### src/rtl/id_stage_pipe_if.sv
// ---------------------------------------------------------------------------
// id_stage_pipe_if
//   Handshake bundle around the registered ID stage: the upstream IF/ID side
//   (in_valid/in_ready + PC/instruction) and the downstream ID/EX side
//   (out_valid/out_ready + decoded payload).
//   slave  : view taken by id_stage_pipe
//   master : view taken by the surrounding pipeline (IF/ID driver + EX sink)
// ---------------------------------------------------------------------------
interface id_stage_pipe_if #(
  parameter int DATA_W  = 32,
  parameter int ADDR_W  = 32,
  parameter int RADDR_W = 5
);
  // IF/ID -> ID
  logic               in_valid;
  logic               in_ready;
  logic [ADDR_W-1:0]  pc_i;
  logic [31:0]        inst_i;
  // ID -> EX
  logic               out_valid;
  logic               out_ready;
  logic [7:0]         aluop_o;
  logic [2:0]         alusel_o;
  logic [DATA_W-1:0]  reg1_o;
  logic [DATA_W-1:0]  reg2_o;
  logic [RADDR_W-1:0] wd_o;
  logic               wreg_o;
  logic               is_load_o;
  logic [ADDR_W-1:0]  pc_o;
  logic               inst_invalid_o;

  modport slave (
    input  in_valid, pc_i, inst_i, out_ready,
    output in_ready, out_valid, aluop_o, alusel_o, reg1_o, reg2_o,
           wd_o, wreg_o, is_load_o, pc_o, inst_invalid_o
  );

  modport master (
    output in_valid, pc_i, inst_i, out_ready,
    input  in_ready, out_valid, aluop_o, alusel_o, reg1_o, reg2_o,
           wd_o, wreg_o, is_load_o, pc_o, inst_invalid_o
  );
endinterface

### src/rtl/id_stage_pipe.sv
// ---------------------------------------------------------------------------
// id_stage_pipe
//   Registered instruction-decode stage for tinyMIPS. Decodes logic, shift,
//   immediate, load and hint instructions, resolves both operands through
//   FWD_SRCS prioritised forwarding ports (port 0 = youngest), detects
//   load-use hazards against the load in EX and inserts one bubble while the
//   hazard is open.
//
// Ports
//   clk, rst_n          clock, synchronous active-low reset
//   bus (slave)         upstream/downstream handshakes + decoded payload
//   flush_i             drop the registered and the incoming instruction
//   reg1/2_addr_o       register-file read addresses (rs, rt), combinational
//   reg1/2_data_i       register-file read data
//   fwd_valid/addr/data forwarding ports, port k in slice k
//   ex_load_i/_wd_i     EX holds a load writing ex_load_wd_i
//   stall_cnt_o         saturating count of load-use stall cycles
// ---------------------------------------------------------------------------
module id_stage_pipe #(
  parameter int DATA_W      = 32,
  parameter int ADDR_W      = 32,
  parameter int RADDR_W     = 5,
  parameter int FWD_SRCS    = 2,
  parameter int STALL_CNT_W = 16
) (
  input  logic                        clk,
  input  logic                        rst_n,
  id_stage_pipe_if.slave              bus,
  input  logic                        flush_i,
  output logic [RADDR_W-1:0]          reg1_addr_o,
  output logic [RADDR_W-1:0]          reg2_addr_o,
  input  logic [DATA_W-1:0]           reg1_data_i,
  input  logic [DATA_W-1:0]           reg2_data_i,
  input  logic [FWD_SRCS-1:0]         fwd_valid_i,
  input  logic [FWD_SRCS*RADDR_W-1:0] fwd_addr_i,
  input  logic [FWD_SRCS*DATA_W-1:0]  fwd_data_i,
  input  logic                        ex_load_i,
  input  logic [RADDR_W-1:0]          ex_load_wd_i,
  output logic [STALL_CNT_W-1:0]      stall_cnt_o
);

  // ALU operation codes
  localparam logic [7:0] EXE_NOP_OP = 8'b0000_0000;
  localparam logic [7:0] EXE_AND_OP = 8'b0010_0100;
  localparam logic [7:0] EXE_OR_OP  = 8'b0010_0101;
  localparam logic [7:0] EXE_XOR_OP = 8'b0010_0110;
  localparam logic [7:0] EXE_NOR_OP = 8'b0010_0111;
  localparam logic [7:0] EXE_ADD_OP = 8'b0010_0000;
  localparam logic [7:0] EXE_SLL_OP = 8'b0111_1100;
  localparam logic [7:0] EXE_SRL_OP = 8'b0000_0010;
  localparam logic [7:0] EXE_SRA_OP = 8'b0000_0011;

  // Result select codes
  localparam logic [2:0] EXE_RES_NOP   = 3'b000;
  localparam logic [2:0] EXE_RES_LOGIC = 3'b001;
  localparam logic [2:0] EXE_RES_SHIFT = 3'b010;
  localparam logic [2:0] EXE_RES_ARITH = 3'b100;

  // Primary opcodes
  localparam logic [5:0] OP_SPECIAL = 6'b000000;
  localparam logic [5:0] OP_ORI     = 6'b001101;
  localparam logic [5:0] OP_ANDI    = 6'b001100;
  localparam logic [5:0] OP_XORI    = 6'b001110;
  localparam logic [5:0] OP_LUI     = 6'b001111;
  localparam logic [5:0] OP_LW      = 6'b100011;
  localparam logic [5:0] OP_PREF    = 6'b110011;

  // SPECIAL funct codes
  localparam logic [5:0] F_OR   = 6'b100101;
  localparam logic [5:0] F_AND  = 6'b100100;
  localparam logic [5:0] F_XOR  = 6'b100110;
  localparam logic [5:0] F_NOR  = 6'b100111;
  localparam logic [5:0] F_SLLV = 6'b000100;
  localparam logic [5:0] F_SRLV = 6'b000110;
  localparam logic [5:0] F_SRAV = 6'b000111;
  localparam logic [5:0] F_SLL  = 6'b000000;
  localparam logic [5:0] F_SRL  = 6'b000010;
  localparam logic [5:0] F_SRA  = 6'b000011;
  localparam logic [5:0] F_SYNC = 6'b001111;

  // ID/EX payload
  typedef struct packed {
    logic [7:0]         aluop;
    logic [2:0]         alusel;
    logic [DATA_W-1:0]  reg1;
    logic [DATA_W-1:0]  reg2;
    logic [RADDR_W-1:0] wd;
    logic               wreg;
    logic               is_load;
    logic               invalid;
    logic [ADDR_W-1:0]  pc;
  } idex_t;

  // ---------------------------------------------------------------- fields
  logic [31:0]        inst;
  logic [5:0]         op, funct;
  logic [RADDR_W-1:0] rs, rt, rd;
  logic [4:0]         shamt;
  logic [15:0]        imm;

  assign inst  = bus.inst_i;
  assign op    = inst[31:26];
  assign rs    = RADDR_W'(inst[25:21]);
  assign rt    = RADDR_W'(inst[20:16]);
  assign rd    = RADDR_W'(inst[15:11]);
  assign shamt = inst[10:6];
  assign funct = inst[5:0];
  assign imm   = inst[15:0];

  assign reg1_addr_o = rs;
  assign reg2_addr_o = rt;

  // ---------------------------------------------------------------- decode
  logic               rd1, rd2;       // port actually read
  logic [DATA_W-1:0]  imm1, imm2;     // operand used when the port is not read
  logic [7:0]         dec_aluop;
  logic [2:0]         dec_alusel;
  logic [RADDR_W-1:0] dec_wd;
  logic               dec_wr, dec_ld, dec_inv;

  always_comb begin
    rd1        = 1'b0;
    rd2        = 1'b0;
    imm1       = '0;
    imm2       = '0;
    dec_aluop  = EXE_NOP_OP;
    dec_alusel = EXE_RES_NOP;
    dec_wd     = '0;
    dec_wr     = 1'b0;
    dec_ld     = 1'b0;
    dec_inv    = 1'b0;
    case (op)
      OP_SPECIAL: begin
        case (funct)
          F_OR, F_AND, F_XOR, F_NOR: begin
            rd1        = 1'b1;
            rd2        = 1'b1;
            dec_alusel = EXE_RES_LOGIC;
            dec_wd     = rd;
            dec_wr     = 1'b1;
            case (funct)
              F_OR:    dec_aluop = EXE_OR_OP;
              F_AND:   dec_aluop = EXE_AND_OP;
              F_XOR:   dec_aluop = EXE_XOR_OP;
              default: dec_aluop = EXE_NOR_OP;
            endcase
          end
          // Variable shifts: amount comes from rs, value from rt.
          F_SLLV, F_SRLV, F_SRAV: begin
            rd1        = 1'b1;
            rd2        = 1'b1;
            dec_alusel = EXE_RES_SHIFT;
            dec_wd     = rd;
            dec_wr     = 1'b1;
            case (funct)
              F_SLLV:  dec_aluop = EXE_SLL_OP;
              F_SRLV:  dec_aluop = EXE_SRL_OP;
              default: dec_aluop = EXE_SRA_OP;
            endcase
          end
          // Immediate shifts: the rs field must be zero; shamt rides on reg1.
          F_SLL, F_SRL, F_SRA: begin
            if (inst[25:21] == 5'd0) begin
              rd2        = 1'b1;
              imm1       = DATA_W'(shamt);
              dec_alusel = EXE_RES_SHIFT;
              dec_wd     = rd;
              dec_wr     = 1'b1;
              case (funct)
                F_SLL:   dec_aluop = EXE_SLL_OP;
                F_SRL:   dec_aluop = EXE_SRL_OP;
                default: dec_aluop = EXE_SRA_OP;
              endcase
            end else begin
              dec_inv = 1'b1;
            end
          end
          F_SYNC:  ;
          default: dec_inv = 1'b1;
        endcase
      end
      OP_ORI, OP_ANDI, OP_XORI: begin
        rd1        = 1'b1;
        imm2       = DATA_W'(imm);
        dec_alusel = EXE_RES_LOGIC;
        dec_wd     = rt;
        dec_wr     = 1'b1;
        case (op)
          OP_ORI:  dec_aluop = EXE_OR_OP;
          OP_ANDI: dec_aluop = EXE_AND_OP;
          default: dec_aluop = EXE_XOR_OP;
        endcase
      end
      // LUI is OR of zero with the shifted immediate.
      OP_LUI: begin
        imm2       = DATA_W'({imm, 16'h0000});
        dec_aluop  = EXE_OR_OP;
        dec_alusel = EXE_RES_LOGIC;
        dec_wd     = rt;
        dec_wr     = 1'b1;
      end
      // LW: EX computes the address rs + sext(imm).
      OP_LW: begin
        rd1        = 1'b1;
        imm2       = DATA_W'($signed(imm));
        dec_aluop  = EXE_ADD_OP;
        dec_alusel = EXE_RES_ARITH;
        dec_wd     = rt;
        dec_wr     = 1'b1;
        dec_ld     = 1'b1;
      end
      OP_PREF: ;
      default: dec_inv = 1'b1;
    endcase
  end

  // ------------------------------------------------------- operand resolve
  // Walk ports from lowest priority to highest so the lowest matching index
  // wins. Register 0 is hard-wired and never forwarded.
  function automatic logic [DATA_W-1:0] resolve(
    input logic                        rd_en,
    input logic [RADDR_W-1:0]          addr,
    input logic [DATA_W-1:0]           rf_data,
    input logic [DATA_W-1:0]           imm_val,
    input logic [FWD_SRCS-1:0]         fv,
    input logic [FWD_SRCS*RADDR_W-1:0] fa,
    input logic [FWD_SRCS*DATA_W-1:0]  fd
  );
    logic [DATA_W-1:0] r;
    r = rf_data;
    for (int k = FWD_SRCS - 1; k >= 0; k--)
      if (fv[k] && (fa[k*RADDR_W +: RADDR_W] == addr))
        r = fd[k*DATA_W +: DATA_W];
    if (!rd_en)          r = imm_val;
    else if (addr == '0) r = '0;
    return r;
  endfunction

  idex_t dec;

  always_comb begin
    dec         = '0;
    dec.aluop   = dec_aluop;
    dec.alusel  = dec_alusel;
    dec.reg1    = resolve(rd1, rs, reg1_data_i, imm1, fwd_valid_i, fwd_addr_i, fwd_data_i);
    dec.reg2    = resolve(rd2, rt, reg2_data_i, imm2, fwd_valid_i, fwd_addr_i, fwd_data_i);
    dec.wd      = dec_wd;
    dec.wreg    = dec_wr && (dec_wd != '0);
    dec.is_load = dec_ld;
    dec.invalid = dec_inv;
    dec.pc      = bus.pc_i;
  end

  // ------------------------------------------------------- hazard / control
  idex_t                  idex_q, idex_d;
  logic                   vld_q, vld_d;
  logic [STALL_CNT_W-1:0] stall_q, stall_d;
  logic                   hazard, slot_free, accept;

  assign hazard = bus.in_valid && ex_load_i && (ex_load_wd_i != '0) &&
                  ((rd1 && (rs == ex_load_wd_i)) || (rd2 && (rt == ex_load_wd_i)));

  assign slot_free    = !vld_q || bus.out_ready;
  assign bus.in_ready = rst_n && !flush_i && !hazard && slot_free;
  assign accept       = bus.in_valid && bus.in_ready;

  always_comb begin
    vld_d   = vld_q;
    idex_d  = idex_q;
    stall_d = stall_q;
    if (flush_i) begin
      vld_d = 1'b0;
    end else if (accept) begin
      vld_d  = 1'b1;
      idex_d = dec;
    end else if (slot_free) begin
      // Nothing captured while the slot empties: either the hazard bubble or
      // EX consuming the last instruction. Payload holds, valid drops.
      vld_d = 1'b0;
    end
    if (hazard && !flush_i && (stall_q != '1))
      stall_d = stall_q + STALL_CNT_W'(1);
  end

  always_ff @(posedge clk) begin
    if (!rst_n) begin
      vld_q   <= 1'b0;
      idex_q  <= '0;
      stall_q <= '0;
    end else begin
      vld_q   <= vld_d;
      idex_q  <= idex_d;
      stall_q <= stall_d;
    end
  end

  // ---------------------------------------------------------------- outputs
  assign bus.out_valid      = vld_q;
  assign bus.aluop_o        = idex_q.aluop;
  assign bus.alusel_o       = idex_q.alusel;
  assign bus.reg1_o         = idex_q.reg1;
  assign bus.reg2_o         = idex_q.reg2;
  assign bus.wd_o           = idex_q.wd;
  assign bus.wreg_o         = idex_q.wreg;
  assign bus.is_load_o      = idex_q.is_load;
  assign bus.pc_o           = idex_q.pc;
  assign bus.inst_invalid_o = idex_q.invalid;
  assign stall_cnt_o        = stall_q;

endmodule

### src/flat_wrapper.sv
// flat-port wrapper written by rule: the top's interface ports become plain ports
module id_stage_pipe_flat 
#(
  parameter int DATA_W      = 32,
  parameter int ADDR_W      = 32,
  parameter int RADDR_W     = 5,
  parameter int FWD_SRCS    = 2,
  parameter int STALL_CNT_W = 16
)
  (clk, rst_n, flush_i, reg1_addr_o, reg2_addr_o, reg1_data_i, reg2_data_i, fwd_valid_i, fwd_addr_i, fwd_data_i, ex_load_i, ex_load_wd_i, stall_cnt_o, bus_in_valid, bus_pc_i, bus_inst_i, bus_out_ready, bus_in_ready, bus_out_valid, bus_aluop_o, bus_alusel_o, bus_reg1_o, bus_reg2_o, bus_wd_o, bus_wreg_o, bus_is_load_o, bus_pc_o, bus_inst_invalid_o);
  id_stage_pipe_if #(.DATA_W(DATA_W), .ADDR_W(ADDR_W), .RADDR_W(RADDR_W)) bus_i ();
  input  logic clk;
  input  logic rst_n;
  input  logic flush_i;
  output logic [RADDR_W-1:0] reg1_addr_o;
  output logic [RADDR_W-1:0] reg2_addr_o;
  input  logic [DATA_W-1:0] reg1_data_i;
  input  logic [DATA_W-1:0] reg2_data_i;
  input  logic [FWD_SRCS-1:0] fwd_valid_i;
  input  logic [FWD_SRCS*RADDR_W-1:0] fwd_addr_i;
  input  logic [FWD_SRCS*DATA_W-1:0] fwd_data_i;
  input  logic ex_load_i;
  input  logic [RADDR_W-1:0] ex_load_wd_i;
  output logic [STALL_CNT_W-1:0] stall_cnt_o;
  input wire logic [$bits(bus_i.in_valid)-1:0] bus_in_valid;
  input wire logic [$bits(bus_i.pc_i)-1:0] bus_pc_i;
  input wire logic [$bits(bus_i.inst_i)-1:0] bus_inst_i;
  input wire logic [$bits(bus_i.out_ready)-1:0] bus_out_ready;
  output wire logic [$bits(bus_i.in_ready)-1:0] bus_in_ready;
  output wire logic [$bits(bus_i.out_valid)-1:0] bus_out_valid;
  output wire logic [$bits(bus_i.aluop_o)-1:0] bus_aluop_o;
  output wire logic [$bits(bus_i.alusel_o)-1:0] bus_alusel_o;
  output wire logic [$bits(bus_i.reg1_o)-1:0] bus_reg1_o;
  output wire logic [$bits(bus_i.reg2_o)-1:0] bus_reg2_o;
  output wire logic [$bits(bus_i.wd_o)-1:0] bus_wd_o;
  output wire logic [$bits(bus_i.wreg_o)-1:0] bus_wreg_o;
  output wire logic [$bits(bus_i.is_load_o)-1:0] bus_is_load_o;
  output wire logic [$bits(bus_i.pc_o)-1:0] bus_pc_o;
  output wire logic [$bits(bus_i.inst_invalid_o)-1:0] bus_inst_invalid_o;
  assign bus_i.in_valid = bus_in_valid;
  assign bus_i.pc_i = bus_pc_i;
  assign bus_i.inst_i = bus_inst_i;
  assign bus_i.out_ready = bus_out_ready;
  assign bus_in_ready = bus_i.in_ready;
  assign bus_out_valid = bus_i.out_valid;
  assign bus_aluop_o = bus_i.aluop_o;
  assign bus_alusel_o = bus_i.alusel_o;
  assign bus_reg1_o = bus_i.reg1_o;
  assign bus_reg2_o = bus_i.reg2_o;
  assign bus_wd_o = bus_i.wd_o;
  assign bus_wreg_o = bus_i.wreg_o;
  assign bus_is_load_o = bus_i.is_load_o;
  assign bus_pc_o = bus_i.pc_o;
  assign bus_inst_invalid_o = bus_i.inst_invalid_o;
  id_stage_pipe #(.DATA_W(DATA_W), .ADDR_W(ADDR_W), .RADDR_W(RADDR_W), .FWD_SRCS(FWD_SRCS), .STALL_CNT_W(STALL_CNT_W)) u_core (.clk(clk), .rst_n(rst_n), .bus(bus_i), .flush_i(flush_i), .reg1_addr_o(reg1_addr_o), .reg2_addr_o(reg2_addr_o), .reg1_data_i(reg1_data_i), .reg2_data_i(reg2_data_i), .fwd_valid_i(fwd_valid_i), .fwd_addr_i(fwd_addr_i), .fwd_data_i(fwd_data_i), .ex_load_i(ex_load_i), .ex_load_wd_i(ex_load_wd_i), .stall_cnt_o(stall_cnt_o));
endmodule
### config.mk
export PLATFORM = sky130hd
export DESIGN_NAME = id_stage_pipe_flat
export DESIGN_NICKNAME = d
export VERILOG_FILES = /design/src/rtl/id_stage_pipe_if.sv /design/src/rtl/id_stage_pipe.sv /design/src/flat_wrapper.sv
export SDC_FILE = /design/constraint.sdc
export NUM_CORES = 1
export LEC_CHECK = 0
export ABC_AREA = 1
export BUFFER_PORTS_ARGS = -buffer_cell sky130_fd_sc_hd__buf_2
export CAP_MARGIN = 20
export CORE_ASPECT_RATIO = 1.2
export CORE_MARGIN = 1
export CORE_UTILIZATION = 30
export CTS_CLUSTER_SIZE = 24
export DETAILED_ROUTE_END_ITERATION = 7
export PLACE_DENSITY_LB_ADDON = 0.25
export SKIP_LAST_GASP = 1
export SYNTH_ARGS = -nofsm -noshare
export SYNTH_HDL_FRONTEND = slang
export SYNTH_SLANG_ARGS = --single-unit
### constraint.sdc
create_clock -name clk -period 4.5 [get_ports clk]
set_clock_uncertainty 0.05 [all_clocks]
set_input_delay 0.225 -clock clk [delete_from_list [all_inputs] [get_ports clk]]
set_output_delay 0.225 -clock clk [all_outputs]
set_load 0.01 [all_outputs]
==> flow_summary.toml, run 1 <==
[drt]
ant_nets = 0
via_count = 11188
via_per_inst = 4.78
drc_errors = 0
finalWirelength_mm = 38.5
drtIter0Drc = 956
wl_per_cell_um = 16.4
drtPass1Iterations = 6

[setup_path]
cpPeakStageDelay_ns = 0.51
critPathMostFrequentCell = "nand2_1"
cp_slowest_cell = "nand3_4"
crit_arrival_ns = 3.26
path_max_fanout = 42
worstPathRequired_ns = 4.77
crit_chain = "buf_2, nor2_2, inv_2, nor2_2, nand2_1, nand2_1, nand2_1, nand2_2, nand2_4, nand3_4, buf_4, nand2_1, nand2_1, nor2_1"
crit_buf_inv = 3
critical_path.startpoint_type = "input port"
critPathKind = "in2reg"
critical_path.top_delay_family = "simple AND/OR/NAND/NOR gates"
cp-end-kind = "flip-flop"

[power_and_ir_drop]
ir_drop_mv = 0.229
cellPowerDensity_mw_per_mm2 = 281
total_power_mw = 3.34
p_leak_nw = 6.70

[global_route]
grt_usage_pct = 24.3
grt_pass1_wl_mm = 57.3
grt_max_degree = 82
antenna_found_initial = 4
gr-total-overflow = 0
grt_pass1_vias = 10255

[cts]
insertion_delay_ns = 0.43
clk_path_buf_depth = 2
cts_tree = "done"
h-tree-depth = 4
clockRootBuffer = "clkbuf_16"
numCtsBuffers = 17
clkSinkCount = 129
path_clk_slew_ns = 0.06
post_cts_resized = 0

[placement]
dp_hpwl_mm = 28.7
detailed_place.area_mm2 = 0.0109
gp_congestion = 0.920
portBuffers = 356

[layout]
syn2layout_area_growth_pct = 32.0
final_util_pct = 40.1
layout-drive-gt1-share_pct = 22.6
final_cell_mix = "502 x nand2_1, 356 x buf_2, 342 x nor2_1"
final_common_cell = "nand2_1"
fill_cells = 3331
fin_nets = 2151
fin_area_mm2 = 0.0119

[min_path]
hp-class = "in2reg"

[sta]
max_freq_mhz = 335
setup_viol = 0
period_minus_slack_ns = 2.99
setup_tns_ns = 0
hold_slack_ns = 0.0464
hold_violations = 0
worst_slew_pin_slew_ns = 0.890
rsz0062_at_grt = "false"
max_slew_margin_pct = 40.6
slew_violations = 0
period_share_pct = 66.4

[die]
num_io_pins = 358
initial_core_util_pct = 30.4
core-area_mm2 = 0.0296
fp.dieW_um = 160
dieArea_mm2 = 0.0307
die_y_um = 192
rows = 69

[yosys]
syn-num-nets = 1832
ys_ff_latch = 129
synth_area_mm2 = 0.00901
ys_seq_area_share_pct = 28.7
synthCells = 1616
synthDistinctLibCells = 31
synth_top_area_share_pct = 28.7
synth_warnings = 0
yosys-top-cells-area = "dfxtp_1 29%, nand2_1 21%, nor2_1 15%"
yosysTopAreaCell = "dfxtp_1"
syn_avg_cell_area_um2 = 5.57

[run]
maxCapViolCount = 0

[run_status]
status = "finished, final reports clean"
where the power goes:
group | internal [mW] | total [mW] | switching (mW)
Sequential | 1.19 | 1.22 | 0.0274
Combinational | 0.237 | 0.633 | 0.396
Clock | 0.920 | 1.49 | 0.566
cells in the mapped netlist (all sizes together):
cell,number
nor3,9
ha,1
a21boi,1
dfxtp,129
buf,49
nand2,509
inv,196
nand3,100
nand3b,1
nand4,119
conb,1
o21ai,37
o22ai,3
nor2,355
xnor2,11
or2,1
a21oi,25
clkbuf,59
o211ai,1
xor2,9
tightest hold or removal path: stages:
cell and delay, ns:
buf_2 0.07, nor2_1 0.06, inv_1 0.05, a21oi_1 0.06
metal layers:
layer | global-route usage (%) | up-vias | wire length [um]
li1 | - | 5648 | -
met1 | 30.6 | 5018 | 16700
met2 | 40.4 | 452 | 18100
met3 | 3.87 | 70 | 2290
met4 | 11.7 | 0 | 1430
met5 | 0 | - | 0
cell type report:
cell class / count / area, um^2 / share of cell area [%]
Tap cell: 390 / 488 / 4.10
Clock inverter: 11 / 150 / 1.26
Sequential cell: 129 / 2580 / 21.7
Antenna cell: 4 / 10.0 / 0.0842
Clock buffer: 21 / 470 / 3.96
Inverter: 196 / 736 / 6.19
Multi-Input combinational cell: 1183 / 5170 / 43.5
Timing Repair Buffer: 408 / 2280 / 19.2
repair_timing:
action	CTS	global route
buffers inserted	0	0
endpoints found under the hold margin	32	0
hold buffers	32	0
logic make-up after synthesis:
family	Yosys count	synth area share, %
fa+ha+maj	1	0.139
buf+inv	304	14.2
compound gates	67	3.82
flops	129	28.7
other cells	1	0.0416
simple gates	1094	51.2
xor+xnor	20	1.95
registers in the layout (all words and copies together), names as in the netlist:
signal,cells
u_core.bus.pc_o,32
u_core.bus.reg1_o,32
u_core.bus.reg2_o,32
u_core.stall_cnt_o,16
u_core.bus.aluop_o,5
u_core.bus.wd_o,5
u_core.bus.alusel_o,3
u_core.bus.inst_invalid_o,1
u_core.bus.is_load_o,1
u_core.bus.out_valid,1
u_core.bus.wreg_o,1
worst paths after layout:
check                                startpoint                                 end  slack, ns  depth (start not counted)
min reg2reg  u_core.bus.aluop_o[2]$_SDFFE_PN0P_  u_core.bus.aluop_o[2]$_SDFFE_PN0P_       0.41                          2
max reg2reg  u_core.stall_cnt_o[0]$_SDFFE_PN0P_  u_core.stall_cnt_o[1]$_SDFFE_PN0P_       2.12                          8
min                               bus_out_ready   u_core.bus.out_valid$_SDFFE_PP0P_       0.05                          4
max                              bus_inst_i[31]    u_core.bus.pc_o[20]$_SDFFE_PN0P_       1.51                         14
through the flow:
step,std cells,setup slack [ns]
after floorplan,1616,2.59
after global placement,2274,1.25
after detailed placement,2274,1.11
after CTS,2338,1.57
after global routing,2342,1.23
final,2342,1.51
No activity file was read; power rests on OpenSTA's default activity.
==> inputs of run 2 (changes only) <==
==> constraint.sdc (replaced) <==
create_clock -name clk -period 2.55 [get_ports clk]
set_clock_uncertainty 0.05 [all_clocks]
set_input_delay 0.1275 -clock clk [delete_from_list [all_inputs] [get_ports clk]]
set_output_delay 0.1275 -clock clk [all_outputs]
set_load 0.01 [all_outputs]
==> run 2 against run 1 <==
Combinational power grew 79%. Sequential share of layout area shrank 0.25 points. Critical path type is now reg2reg. Sequential cell count did not move. Routed wire length is 0.44% lower. Highest routed layer is now met5. Final cell count is 0.73% higher. Final area up 1.1%. Critical endpoint is now u_core.stall_cnt_o[15]$_SDFFE_PN0P_. Critical path depth is 6 lower.
==> flow_summary.toml, run 2 (synthesis gave the netlist of run 1 again) <==
[min_path]
hold_end = "u_core.bus.reg2_o[15]$_SDFFE_PN0P_"
hp-class = "in2reg"
min_from = "bus_inst_i[15]"
whs_path_depth = 5

[die]
rows = 69
core-area_mm2 = 0.0296
initial_core_util_pct = 30.4
die_y_um = 192
dieArea_mm2 = 0.0307
num_io_pins = 358
fp.dieW_um = 160

[drt]
via_count = 11158
drtPass1Iterations = 6
wl_per_cell_um = 16.3
via_per_inst = 4.73
drc_errors = 0
ant_nets = 0
drtIter0Drc = 897
finalWirelength_mm = 38.3

[cts]
clk_path_buf_depth = 2
insertion_delay_ns = 0.43
clockRootBuffer = "clkbuf_16"
numCtsBuffers = 17
cts_tree = "done"
post_cts_resized = 0
h-tree-depth = 4
clkSinkCount = 129
path_clk_slew_ns = 0.06

[global_route]
antenna_found_initial = 9
gr-total-overflow = 0
grt_max_degree = 83
grt_pass1_wl_mm = 57.3
grt_usage_pct = 24.2
grt_pass1_vias = 10195

[layout]
layout.cells.non_filler = 2359
syn2layout_area_growth_pct = 33.5
layout-drive-gt1-share_pct = 23.0
fin_nets = 2165
final_common_cell = "nand2_1"
final_cell_mix = "502 x nand2_1, 356 x buf_2, 342 x nor2_1"

[setup_path]
critPathKind = "reg2reg"
worstPathRequired_ns = 2.85
r2r-end = "u_core.stall_cnt_o[15]$_SDFFE_PN0P_"
critical_path.startpoint_type = "flip-flop"
r2r_setup_slack_ns = 0.39
reg2reg_from = "u_core.stall_cnt_o[0]$_SDFFE_PN0P_"
reg2regPathDepth = 8
path_max_fanout = 10
cp-end-kind = "flip-flop"
crit_arrival_ns = 2.46

[power_and_ir_drop]
p_sw_mw = 1.74
ir_drop_mv = 0.422
power_frac_seq_pct = 36.8
p_comb_share_pct = 19.3
p_leak_nw = 6.77
p_int_mw = 4.09
clkPwrFrac_pct = 43.9
p_sw_share_pct = 29.9
cellPowerDensity_mw_per_mm2 = 485

[sta]
setup_tns_ns = 0
max_slew_margin_pct = 59.8
setup_viol = 0
hold_violations = 0
max_freq_mhz = 463
period_minus_slack_ns = 2.16
worst_slew_pin_slew_ns = 0.601
slew_violations = 0
period_share_pct = 84.7
rsz0062_at_grt = "false"
hold_slack_ns = 0.0478

[placement]
placed_cells = 2286
gp_congestion = 0.956
dp_hpwl_mm = 29.0
portBuffers = 356

[run]
maxCapViolCount = 0

[run_status]
status = "finished, final reports clean"
## run 2: changes by cell type in the layout (fill, tap and decap cells not counted), sizes merged
cell and delta:
buf +12, clkbuf -3, clkinv +1, clkinvlp +1
diode +5, dlygate4sd3 +2, inv -1
## run 2: final cells by class
| class | instances | area [um^2] |
|---|---|---|
| fillers | 3277 | 17600 |
| multi-input cells | 1183 | 5170 |
| flip-flops and latches | 129 | 2580 |
| repair buffers | 422 | 2420 |
| inverters | 196 | 736 |
| well taps | 390 | 488 |
| clock buffers | 18 | 439 |
| clock inverters | 12 | 158 |
| diodes | 9 | 22.5 |
## run 2: power by group through the flow
stage,logic (mW),clock network (mW),registers [mW]
finish,1.13,2.56,2.15
detailed placement,1.08,0,2.19
CTS,1.12,2.63,2.15
global placement,1.07,0,2.19
floorplan,0.553,0,2.23
global route,1.25,2.71,2.16
## run 2: worst max path at each step
stage,start,end,slack (ns),depth (start not counted)
5_1_grt,u_core.stall_cnt_o[7]$_SDFFE_PN0P_,u_core.stall_cnt_o[11]$_SDFFE_PN0P_,0.12,9
2_1_floorplan,u_core.stall_cnt_o[0]$_SDFFE_PN0P_,u_core.stall_cnt_o[10]$_SDFFE_PN0P_,0.73,8
3_5_place_dp,bus_inst_i[23],u_core.bus.pc_o[28]$_SDFFE_PN0P_,0.37,14
3_3_place_gp,u_core.stall_cnt_o[0]$_SDFFE_PN0P_,u_core.stall_cnt_o[14]$_SDFFE_PN0P_,0.37,8
4_1_cts,u_core.stall_cnt_o[0]$_SDFFE_PN0P_,u_core.stall_cnt_o[13]$_SDFFE_PN0P_,0.39,8
6_report,u_core.stall_cnt_o[0]$_SDFFE_PN0P_,u_core.stall_cnt_o[15]$_SDFFE_PN0P_,0.39,8
## run 2: layer usage
metal / vias up / share of wire, % / global-route usage, %
met3: 64 / 6.5 / 4.30
met1: 4924 / 43 / 30.6
met4: 2 / 3.6 / 10.3
met5: - / 0.034 / 0
li1: 5674 / - / -
met2: 494 / 47 / 40.5
## run 2: per-stage QoR
| stage | worst slack [ns] | cell area [um^2] | power (mW) | utilization, % |
|---|---|---|---|---|
| 2_1_floorplan | 0.733 | 9010 | 2.78 | - |
| 3_3_place_gp | 0.374 | 11100 | 3.26 | 37.4 |
| 4_1_cts | 0.386 | 12000 | 5.90 | 40.5 |
| 3_5_place_dp | 0.371 | 11100 | 3.27 | 37.4 |
| 6_report | 0.391 | 12000 | 5.83 | 40.6 |
| 5_1_grt | 0.123 | 12000 | 6.11 | 40.6 |
## run 2: critical path, cell delays in order (launching register included)
cell and delay (ns):
dfxtp_1 0.41, ha_1 0.25, nand3_1 0.09, nor2_1 0.29, a21oi_1 0.18, nand3_1 0.35, buf_4 0.25, nand2_1 0.06
a21oi_1 0.14
## run 2: repair_timing
item / CTS / global route
buffers inserted: 0 / 0
endpoints found under the hold margin: 33 / 0
hold buffers: 34 / 0
